**config.mk**
```make
export PLATFORM = sky130hd
export DESIGN_NAME = cpu7_exu_wbctl
export DESIGN_NICKNAME = d
export VERILOG_FILES = /design/src/rtl/cpu7_exu_wbctl_pkg.sv /design/src/rtl/cpu7_exu_wbc_fifo.sv /design/src/rtl/cpu7_exu_wbctl.sv
export SDC_FILE = /design/constraint.sdc
export NUM_CORES = 1
export LEC_CHECK = 0
export CELL_PAD_IN_SITES_DETAIL_PLACEMENT = 1
export CELL_PAD_IN_SITES_GLOBAL_PLACEMENT = 2
export CORE_MARGIN = 2
export CORE_UTILIZATION = 34
export CTS_CLUSTER_DIAMETER = 40
export CTS_CLUSTER_SIZE = 12
export DETAILED_ROUTE_END_ITERATION = 6
export GPL_ROUTABILITY_DRIVEN = 1
export PLACE_DENSITY = 0.84
export SYNTH_ARGS = -nofsm -noshare
export SYNTH_HDL_FRONTEND = slang
export SYNTH_SLANG_ARGS = --single-unit
```
**constraint.sdc**
```tcl
create_clock -name clk -period 5.8 [get_ports clk]
set_input_delay 0.58 -clock clk [delete_from_list [all_inputs] [get_ports clk]]
set_output_delay 0.58 -clock clk [all_outputs]
set_load 0.05 [all_outputs]
```
**src/rtl/cpu7_exu_wbctl_pkg.sv**
```systemverilog
`default_nettype none
// ==========================================================================
// cpu7_exu_wbctl_pkg : shared write-back constants and types   (rev 1.0)
// ==========================================================================
package cpu7_exu_wbctl_pkg;

  localparam int GRLEN               = 32;
  localparam int WBC_BUF_DEPTH       = 2;
  localparam int WBC_MAX_OUTSTANDING = 4;
  localparam int CNT_W               = $clog2(WBC_MAX_OUTSTANDING + 1);

  typedef struct packed {
    logic [4:0]       rd;
    logic [GRLEN-1:0] data;
  } wb_req_t;

  // r0 is hardwired, so it maps to an empty mask everywhere it is used
  function automatic logic [31:0] rd_mask(input logic [4:0] rd);
    rd_mask = (rd == 5'd0) ? 32'd0 : (32'd1 << rd);
  endfunction

endpackage
`default_nettype wire

```
**src/rtl/cpu7_exu_wbc_fifo.sv**
```systemverilog
`default_nettype none
// ==========================================================================
// cpu7_exu_wbc_fifo : small in-order buffer for long-latency results (rev 1.0)
// ==========================================================================
module cpu7_exu_wbc_fifo
  import cpu7_exu_wbctl_pkg::*;
(
  input  logic    clk,
  input  logic    reset,
  input  logic    push,
  input  wb_req_t push_entry,
  input  logic    pop,
  output wb_req_t head,
  output logic    full,
  output logic    empty
);

  localparam int PW = (WBC_BUF_DEPTH > 1) ? $clog2(WBC_BUF_DEPTH) : 1;

  logic [PW-1:0] wr_ptr_q, wr_ptr_d;
  logic [PW-1:0] rd_ptr_q, rd_ptr_d;
  logic [PW:0]   cnt_q, cnt_d;
  wb_req_t       mem_q [WBC_BUF_DEPTH];
  wb_req_t       mem_d [WBC_BUF_DEPTH];

  always_comb begin
    mem_d    = mem_q;
    wr_ptr_d = wr_ptr_q;
    rd_ptr_d = rd_ptr_q;
    if (push) begin
      mem_d[wr_ptr_q] = push_entry;
      wr_ptr_d        = wr_ptr_q + 1'b1;
    end
    if (pop) begin
      rd_ptr_d = rd_ptr_q + 1'b1;
    end
    cnt_d = cnt_q + (PW+1)'(push) - (PW+1)'(pop);
  end

  assign head  = mem_q[rd_ptr_q];
  assign full  = (cnt_q == (PW+1)'(WBC_BUF_DEPTH));
  assign empty = (cnt_q == '0);

  // Storage carries no reset; only the pointers define validity
  always_ff @(posedge clk) begin
    mem_q <= mem_d;
    if (reset) begin
      wr_ptr_q <= '0;
      rd_ptr_q <= '0;
      cnt_q    <= '0;
    end else begin
      wr_ptr_q <= wr_ptr_d;
      rd_ptr_q <= rd_ptr_d;
      cnt_q    <= cnt_d;
    end
  end

endmodule
`default_nettype wire

```
**src/rtl/cpu7_exu_wbctl.sv**
```systemverilog
`default_nettype none
// ==========================================================================
// cpu7_exu_wbctl : register-file write-port arbiter + pending scoreboard (rev 1.0)
// ==========================================================================
module cpu7_exu_wbctl
  import cpu7_exu_wbctl_pkg::*;
(
  input  logic             clk,
  input  logic             reset,
  input  logic             alu_wen_w,
  input  logic [4:0]       alu_rd_w,
  input  logic [GRLEN-1:0] alu_data_w,
  input  logic             lsu_issue_e,
  input  logic [4:0]       lsu_rd_e,
  input  logic             lsu_res_valid,
  input  logic [4:0]       lsu_res_rd,
  input  logic [GRLEN-1:0] lsu_res_data,
  output logic             lsu_res_ready,
  input  logic             dec_valid_d,
  input  logic             dec_long_d,
  input  logic [4:0]       dec_rs1_d,
  input  logic [4:0]       dec_rs2_d,
  input  logic [4:0]       dec_rd_d,
  output logic             wbc_stall_d,
  output logic             ecl_irf_wen_w,
  output logic [4:0]       ecl_irf_rd_w,
  output logic [GRLEN-1:0] ecl_irf_rd_data_w
);

  localparam logic [CNT_W-1:0] CNT_MAX = CNT_W'(WBC_MAX_OUTSTANDING);

  logic [31:0]      pending_q, pending_d;
  logic [CNT_W-1:0] cnt_q, cnt_d;

  wb_req_t fifo_head, res_entry, long_req;
  logic    fifo_full, fifo_empty, fifo_push, fifo_pop;
  logic    res_accept, bypass, retire;

  cpu7_exu_wbc_fifo u_fifo (
    .clk        (clk),
    .reset      (reset),
    .push       (fifo_push),
    .push_entry (res_entry),
    .pop        (fifo_pop),
    .head       (fifo_head),
    .full       (fifo_full),
    .empty      (fifo_empty)
  );

  always_comb begin
    res_entry     = '{rd: lsu_res_rd, data: lsu_res_data};
    lsu_res_ready = !reset && !fifo_full;
    res_accept    = lsu_res_valid && lsu_res_ready;

    // ALU owns the port; a buffered result always beats a fresh one
    fifo_pop  = !reset && !alu_wen_w && !fifo_empty;
    bypass    = !alu_wen_w && fifo_empty && res_accept;
    fifo_push = res_accept && !bypass;
    retire    = fifo_pop || bypass;
    long_req  = fifo_pop ? fifo_head : res_entry;

    ecl_irf_wen_w     = 1'b0;
    ecl_irf_rd_w      = '0;
    ecl_irf_rd_data_w = '0;
    if (!reset) begin
      if (alu_wen_w) begin
        if (alu_rd_w != 5'd0) begin
          ecl_irf_wen_w     = 1'b1;
          ecl_irf_rd_w      = alu_rd_w;
          ecl_irf_rd_data_w = alu_data_w;
        end
      end else if (retire && long_req.rd != 5'd0) begin
        ecl_irf_wen_w     = 1'b1;
        ecl_irf_rd_w      = long_req.rd;
        ecl_irf_rd_data_w = long_req.data;
      end
    end

    // Set is applied after clear so a same-cycle re-issue stays pending
    pending_d = (pending_q & ~(retire ? rd_mask(long_req.rd) : 32'd0))
              | (lsu_issue_e ? rd_mask(lsu_rd_e) : 32'd0);
    cnt_d     = cnt_q + CNT_W'(lsu_issue_e) - CNT_W'(retire);

    wbc_stall_d = !reset && dec_valid_d &&
                  ((|(pending_q & (rd_mask(dec_rs1_d) | rd_mask(dec_rs2_d) | rd_mask(dec_rd_d))))
                   || (dec_long_d && cnt_q == CNT_MAX));
  end

  always_ff @(posedge clk) begin
    if (reset) begin
      pending_q <= '0;
      cnt_q     <= '0;
    end else begin
      pending_q <= pending_d;
      cnt_q     <= cnt_d;
    end
  end

`ifndef SYNTHESIS
  // An issue at the limit is legal only when a retirement frees a slot that cycle
  a_issue_overflow: assert property (@(posedge clk) disable iff (reset)
    !(lsu_issue_e && cnt_q == CNT_MAX && !retire));
  a_alu_pending_rd: assert property (@(posedge clk) disable iff (reset)
    !(alu_wen_w && pending_q[alu_rd_w]));
`endif

endmodule
`default_nettype wire

```
Word-level counts from Yosys, hierarchy flattened

Cells that the tools add are included.

Bits in registers: 113
Latch bits: 0
Bits in writable memories: 0
ROM bits: 0
Bits of input ports: 101
Output and inout bits: 40
Logic and storage cells: 87
Memories: 0

Add/sub/neg operators: 6
Multiply operators: 0
Div/mod/pow operators: 0
Magnitude comparators: 3
Equal/unequal tests: 2
Shift-type cells: 5
Multiplexer cells: 26
Bitwise gates (word level): 8
Reduce and logical (&&, ||, !) cells: 28

Operator list:

| operator                                                           | number |
|---|---|
| 32-bit 2-to-1 mux                                                  | 11 |
| 37-bit 2-to-1 mux                                                  | 5 |
| 1-bit by 5-bit left shift with 32-bit output, first input constant | 5 |
| 32-bit bitwise OR                                                  | 3 |
| 74-bit bitwise mux                                                 | 1 |
| 32-bit bitwise AND                                                 | 2 |
| 37-bit demux with 1-bit select                                     | 1 |
| 32-bit inverter                                                    | 1 |
| 32-bit OR reduction                                                | 1 |
| 5-bit logical NOT                                                  | 5 |
| 5-bit 2-to-1 mux                                                   | 4 |
| 1-bit logical AND                                                  | 12 |
| 5-bit nonzero test                                                 | 2 |
| 1-bit logical NOT                                                  | 5 |
| 2-bit >= comparator, second input constant                         | 2 |
| 1-bit 2-to-1 mux                                                   | 4 |
| 1-bit inverter with 2-bit output                                   | 2 |
| 3-bit by 1-bit adder with 3-bit output                             | 1 |
| 3-bit equality test, second input constant                         | 1 |
| 3-bit by 1-bit subtractor with 3-bit output                        | 1 |
| 1-bit adder, second input constant                                 | 2 |
| 2-bit by 1-bit adder with 2-bit output                             | 1 |
| 2-bit equality test, second input constant                         | 1 |
| 2-bit logical NOT                                                  | 1 |
| other kinds (3)                                                    | 4 |

Logic depth before layout (Yosys ltp)

Depth after elaboration: 11
Gate-level depth with buffers: 12
Gate-level depth less buffers: 10

Cells and area by module

From an unflattened synthesis, not the netlist that was laid out.

Cell total of the unflattened synthesis: 709
Area, all modules: 6511.2 um^2

Modules (own cells, without submodules):

| module            | times used | cells an instance | area each (um^2) | sequential area each (um^2) |
|---|---|---|---|---|
| cpu7_exu_wbctl    | 1          | 575               | 3565.9           | 680.7 |
| cpu7_exu_wbc_fifo | 1          | 134               | 2945.3           | 2302.2 |

Worst setup path after synthesis

OpenSTA, ideal clock, no wires.

Path kind: input-to-output
Start: input port alu_wen_w
End: output port ecl_irf_rd_data_w[10]
Data arrival time: 3981 ps
Data required time: 5220 ps
Setup slack: 1239 ps
Stages: 8
Buffers on the path: 3
Cell sequence: nor2_2 > nand2_4 > inv_2 > buf_6 > buf_4 > clkbuf_1 > nor3_1 > a2111oi_0

Longest elaborated chain between the ends: 9
Elaborated cells on any way between the ends: 12
Those cells by class: mux: 4; reduce/logical: 8

Ends and longest elaborated chain:

| item                            | line                                       | source |
|---|---|---|
| from (decl)                     | cpu7_exu_wbctl.sv:10                       | `input logic alu_wen_w,` |
| 1-bit logical NOT               | cpu7_exu_wbctl.sv:56, cpu7_exu_wbctl.sv:57 |  |
| 1-bit logical AND (2 in series) | cpu7_exu_wbctl.sv:56                       | `fifo_pop = !reset && !alu_wen_w && !fifo_empty;` |
| 37-bit 2-to-1 mux               | cpu7_exu_wbctl.sv:60                       | `long_req = fifo_pop ? fifo_head : res_entry;` |
| 5-bit nonzero test              | cpu7_exu_wbctl.sv:72                       | `end else if (retire && long_req.rd != 5'd0) begin` |
| 1-bit logical AND               | cpu7_exu_wbctl.sv:72                       |  |
| 32-bit 2-to-1 mux               | cpu7_exu_wbctl.sv:72                       |  |
| 32-bit 2-to-1 mux (*)           | cpu7_exu_wbctl.sv:66                       | `if (alu_wen_w) begin` |
| 32-bit 2-to-1 mux (*)           | cpu7_exu_wbctl.sv:65                       | `if (!reset) begin` |
| to (decl)                       | cpu7_exu_wbctl.sv:27                       | `output logic [GRLEN-1:0] ecl_irf_rd_data_w` |

Mark *: on every way between the ends. The rest lies on a longest branch, timed or not.

Worst setup path after layout

Start: input port dec_rs2_d[4]
End: output port wbc_stall_d

Longest elaborated chain between the ends: 8
Elaborated cells on any way between the ends: 9
Those cells by class: shift: 1; mux: 1; bitwise: 3; reduce/logical: 4

Ends and longest elaborated chain:

| item                                                                                     | line                     | source |
|---|---|---|
| from (decl)                                                                              | cpu7_exu_wbctl.sv:22     | `input logic [4:0] dec_rs2_d,` |
| 5-bit logical NOT / 1-bit by 5-bit left shift with 32-bit output (equally long branches) | cpu7_exu_wbctl_pkg.sv:19 | `rd_mask = (rd == 5'd0) ? 32'd0 : (32'd1 << rd);` |
| 32-bit 2-to-1 mux (*)                                                                    | cpu7_exu_wbctl_pkg.sv:19 |  |
| 32-bit bitwise OR (*) (2 in series)                                                      | cpu7_exu_wbctl.sv:85     | `((\|(pending_q & (rd_mask(dec_rs1_d) \| rd_mask(dec_rs2_d) \| rd_mask(dec_rd_d))))` |
| 32-bit bitwise AND (*)                                                                   | cpu7_exu_wbctl.sv:85     |  |
| 32-bit OR reduction (*)                                                                  | cpu7_exu_wbctl.sv:85     |  |
| 1-bit logical OR (*)                                                                     | cpu7_exu_wbctl.sv:86     | `\|\| (dec_long_d && cnt_q == CNT_MAX));` |
| 1-bit logical AND (*)                                                                    | cpu7_exu_wbctl.sv:84     | `wbc_stall_d = !reset && dec_valid_d &&` |
| to (decl)                                                                                | cpu7_exu_wbctl.sv:24     | `output logic wbc_stall_d,` |

Marked as above.

==> metrics.md <==
| Metric | Value |
|---|---|
| Status | `finished, final reports clean` |
| CTS buffer count | `9` |
| Critical path startpoint | `dec_rs2_d[4]` |
| Part of the power in registers | `45.5%` |
| Crit path max-delay family | `buffers and inverters` |
| # placed instances | `986` |
| Number of global-route vias before repair | `5974` |
| Final setup TNS | `0 ns` |
| First-pass GRT wire length | `34.0 mm` |
| Final period util | `74.3%` |
| Ys flop type | `edfxtp_1` |
| Residual DRC | `0` |
| Post-layout min period | `4.31 ns` |
| Share of the synthesized area in the top cell type | `34.5%` |
| Post-synth top area cell | `edfxtp_1` |
| Number of detailed-route iterations in the first pass | `5` |
| Sw frac | `29.4%` |
| Final Skew | `0.00563 ns` |
| Post-DP HPWL | `16.7 mm` |
| Ranking of synthesized cells by area | `edfxtp_1 34%, dfxtp_1 12%, mux2i_1 7.0%` |
| H-tree depth | `3` |
| Internal | `1.40 mW` |
| Post-CTS Setup Inserts | `0` |
| Total grt overflow | `0` |
| Number of vias per cell | `5.71` |
| Worst path cell trace | `clkdlybuf4s50_1 > mux2_2 > nand4b_1 > nand4_1 > a2111oi_0 > nor4b_1 > a41oi_1 > clkdlybuf4s50_1` |
| Num rows | `50` |
| Final instance area | `8170 um^2` |
| GPL Wtd Cong | `0.928` |
| # diodes | `0` |
| Placeable Area | `18600 um^2` |
| Pre-CTS WS | `1.49 ns` |
| Antenna Nets Post-Route | `0` |
| Reg2Reg Setup Slack | `2.84 ns` |
| Hold path start | `u_fifo.rd_ptr_q$_SDFFE_PP0N_` |
| Post-Syn Instances | `659` |
| Syn Area/Cell | `9.79 um^2` |
| CP max stage delay | `0.81 ns` |
| Slew headroom | `23.8%` |
| DR vias | `5717` |
| Register area share after synthesis | `46.2%` |
| Final Hold Fails | `0` |
| Utilization after layout | `43.8%` |
| RSZ-0062 raised after global routing | `no` |
| Fillers | `2101` |
| Reg-to-reg startpoint | `u_fifo.cnt_q[1]$_SDFF_PP0_` |
| Max-slew violations | `0` |
| Critical path type | `primary input to output port` |
| Clock slew at reported path FFs | `0.07 ns` |
| Initial DRC count | `335` |
| Share of layout cells above drive strength 1 | `10.7%` |
| Die width | `142 um` |
| Fraction of registers with async set or reset after synthesis | `0%` |
| EDFF count, synth | `74` |
| Routed wire length | `22.1 mm` |
| Post-cts resize count | `0` |
| Total track usage | `22.1%` |
| Die Y | `142 um` |
| Crit end category | `output port` |
| Initial antenna violation count | `0` |
| Critical Path RT | `5.22 ns` |
| Die area | `20100 um^2` |
| Max VDD drop | `130 uV` |
| Global Route met3 Usage | `2.70%` |
| Routed len/inst | `22.0 um` |
| R2r worst-path depth | `10` |
| FF-to-FF End | `cnt_q[2]$_SDFF_PP0_` |
| Worst setup margin | `1.49 ns` |
| I/O Buffers | `140` |
| Flops & latches, synth | `112` |
| Setup-failing EPs final | `0` |
| Min-delay worst type | `flip-flop to flip-flop` |
| Max Fclk | `0.232 GHz` |
| Non-filler cells, final | `1002` |
| Comb pwr share | `22.7%` |
| Worst skew pair latency | `0.36 ns` |
| Clock root buffer | `clkbuf_16` |
| I/O Pins | `141` |
| Psw | `0.583 mW` |
| CTS tree | `built` |
| Mapped cell area | `6450 um^2` |
| Synth Net Count | `765` |
| Synthesis-to-finish area growth | `26.7%` |
| Hold_buf cts | `0` |
| Arrival time worst endpoint | `3.73 ns` |
| P_leak | `2.63 nW` |
| CTS max path bufs | `2` |
| Actual slew at the worst max-slew pin | `1.14 ns` |
| Min-Delay Endpoint | `u_fifo.rd_ptr_q$_SDFFE_PP0N_` |
| Initial Utilization | `34.6%` |
| GRT busiest layer | `met2` |
| Most frequent cells in the layout | `107 x clkdlybuf4s50_1, 74 x edfxtp_1, 56 x nand2_1, 45 x mux2i_1` |
| Largest net degree at the start of global routing | `74` |
| Clock sink count | `112` |
| Global Route met2 Usage | `38.1%` |
| Placed Area | `7870 um^2` |
| Worst hold slack | `0.516 ns` |
| Startpoint type of the worst setup path | `primary input` |
| Max Cap Viol | `0` |
| Pwr Density | `243 nW/um^2` |
| Slowest library cell on the worst path | `clkdlybuf4s50_1` |
| Yosys cell types | `64` |
| Most common cell after layout, fill and taps aside | `clkdlybuf4s50_1` |
| Clock network fraction of design power | `31.8%` |
| Crit path top cell by count | `clkdlybuf4s50_1` |
| WP buf/inv | `2` |
| Hold Path Cell Cnt | `2` |
| Synth warnings | `0` |
| GR Util met1 | `28.1%` |
| Critical Path Fanout Max | `17` |
| NumNets Final | `869` |
| Total power draw | `1.98 mW` |
==> registers in the layout, summed over array words and instances (netlist names) <==
| register | count |
|---|---|
| u_fifo.mem_q | 74 |
| pending_q | 31 |
| cnt_q | 3 |
| u_fifo.cnt_q | 2 |
| u_fifo.rd_ptr_q | 1 |
| u_fifo.wr_ptr_q | 1 |
==> cell families (layout without fill, tap and decap cells) <==
group / count (synthesis) / count (layout) / share of synthesized area [%]
buffers and inverters: 67 / 176 / 4.64
DFF: 112 / 112 / 46.2
xor gates and xnor gates: 5 / 5 / 0.679
adders and majority gates: 5 / 5 / 1.09
muxes: 56 / 56 / 9.19
and+or+nand+nor: 259 / 259 / 22.2
AOI/OAI and AO/OA: 155 / 155 / 15.9
==> how the worst max path moves through the flow <==
stage,to,slack (ns),depth (start not counted)
2_1_floorplan,ecl_irf_rd_data_w[10],1.24,8
3_3_place_gp,wbc_stall_d,1.48,8
3_5_place_dp,ecl_irf_rd_data_w[13],1.49,11
4_1_cts,ecl_irf_rd_data_w[13],1.47,11
5_1_grt,ecl_irf_rd_data_w[13],1.18,11
6_report,wbc_stall_d,1.49,8
==> synthesized netlist by cell type (9+ instances only) <==
master	count
buf_2	11
nor3b_1	9
o21ai_0	30
nand2_1	56
a2111oi_0	33
edfxtp_1	74
nor2b_1	44
inv_1	13
nor3_1	39
a31oi_1	10
nand3_1	18
clkbuf_1	31
nand4_1	11
a21oi_1	44
mux2i_1	45
dfxtp_1	38
nor2_1	27
==> power by group through the flow <==
stage                     combinational [mW]  sequential [mW]  clock, mW
after floorplan                        0.286            0.912          0
after global placement                 0.442            0.918          0
after detailed placement               0.451            0.921          0
after CTS                              0.453            0.902      0.644
after global routing                   0.486            0.905      0.672
final                                  0.449            0.902      0.630
==> area by class of cell <==
class	count	area (um^2)	share of cell area, %
inverters	15	56.3	0.689
clock buffers	10	229	2.80
clock inverters	6	67.6	0.827
flip-flops and latches	112	2980	36.5
repair buffers	145	1350	16.6
multi-input cells	480	3190	39.0
well taps	234	293	3.58
==> worst reg2reg max path: cells and delay by family, from the launching register on <==
kind / cells / cell delay, ns
buffers and inverters: 3 / 0.57
and+or+nand+nor: 2 / 0.34
AOI/OAI and AO/OA: 1 / 0.47
xor gates and xnor gates: 1 / 0.17
DFF: 1 / 0.34
adders and majority gates: 3 / 0.94
==> routing by layer <==
layer / vias to the layer above / wire, um / part of all wire [%]
li1: 2700 / - / -
met5: - / 0 / 0
met3: 38 / 995 / 4.5
met1: 2807 / 9530 / 43
met2: 172 / 10900 / 49
met4: 0 / 675 / 3.1
(Power assumes the default switching activity.)
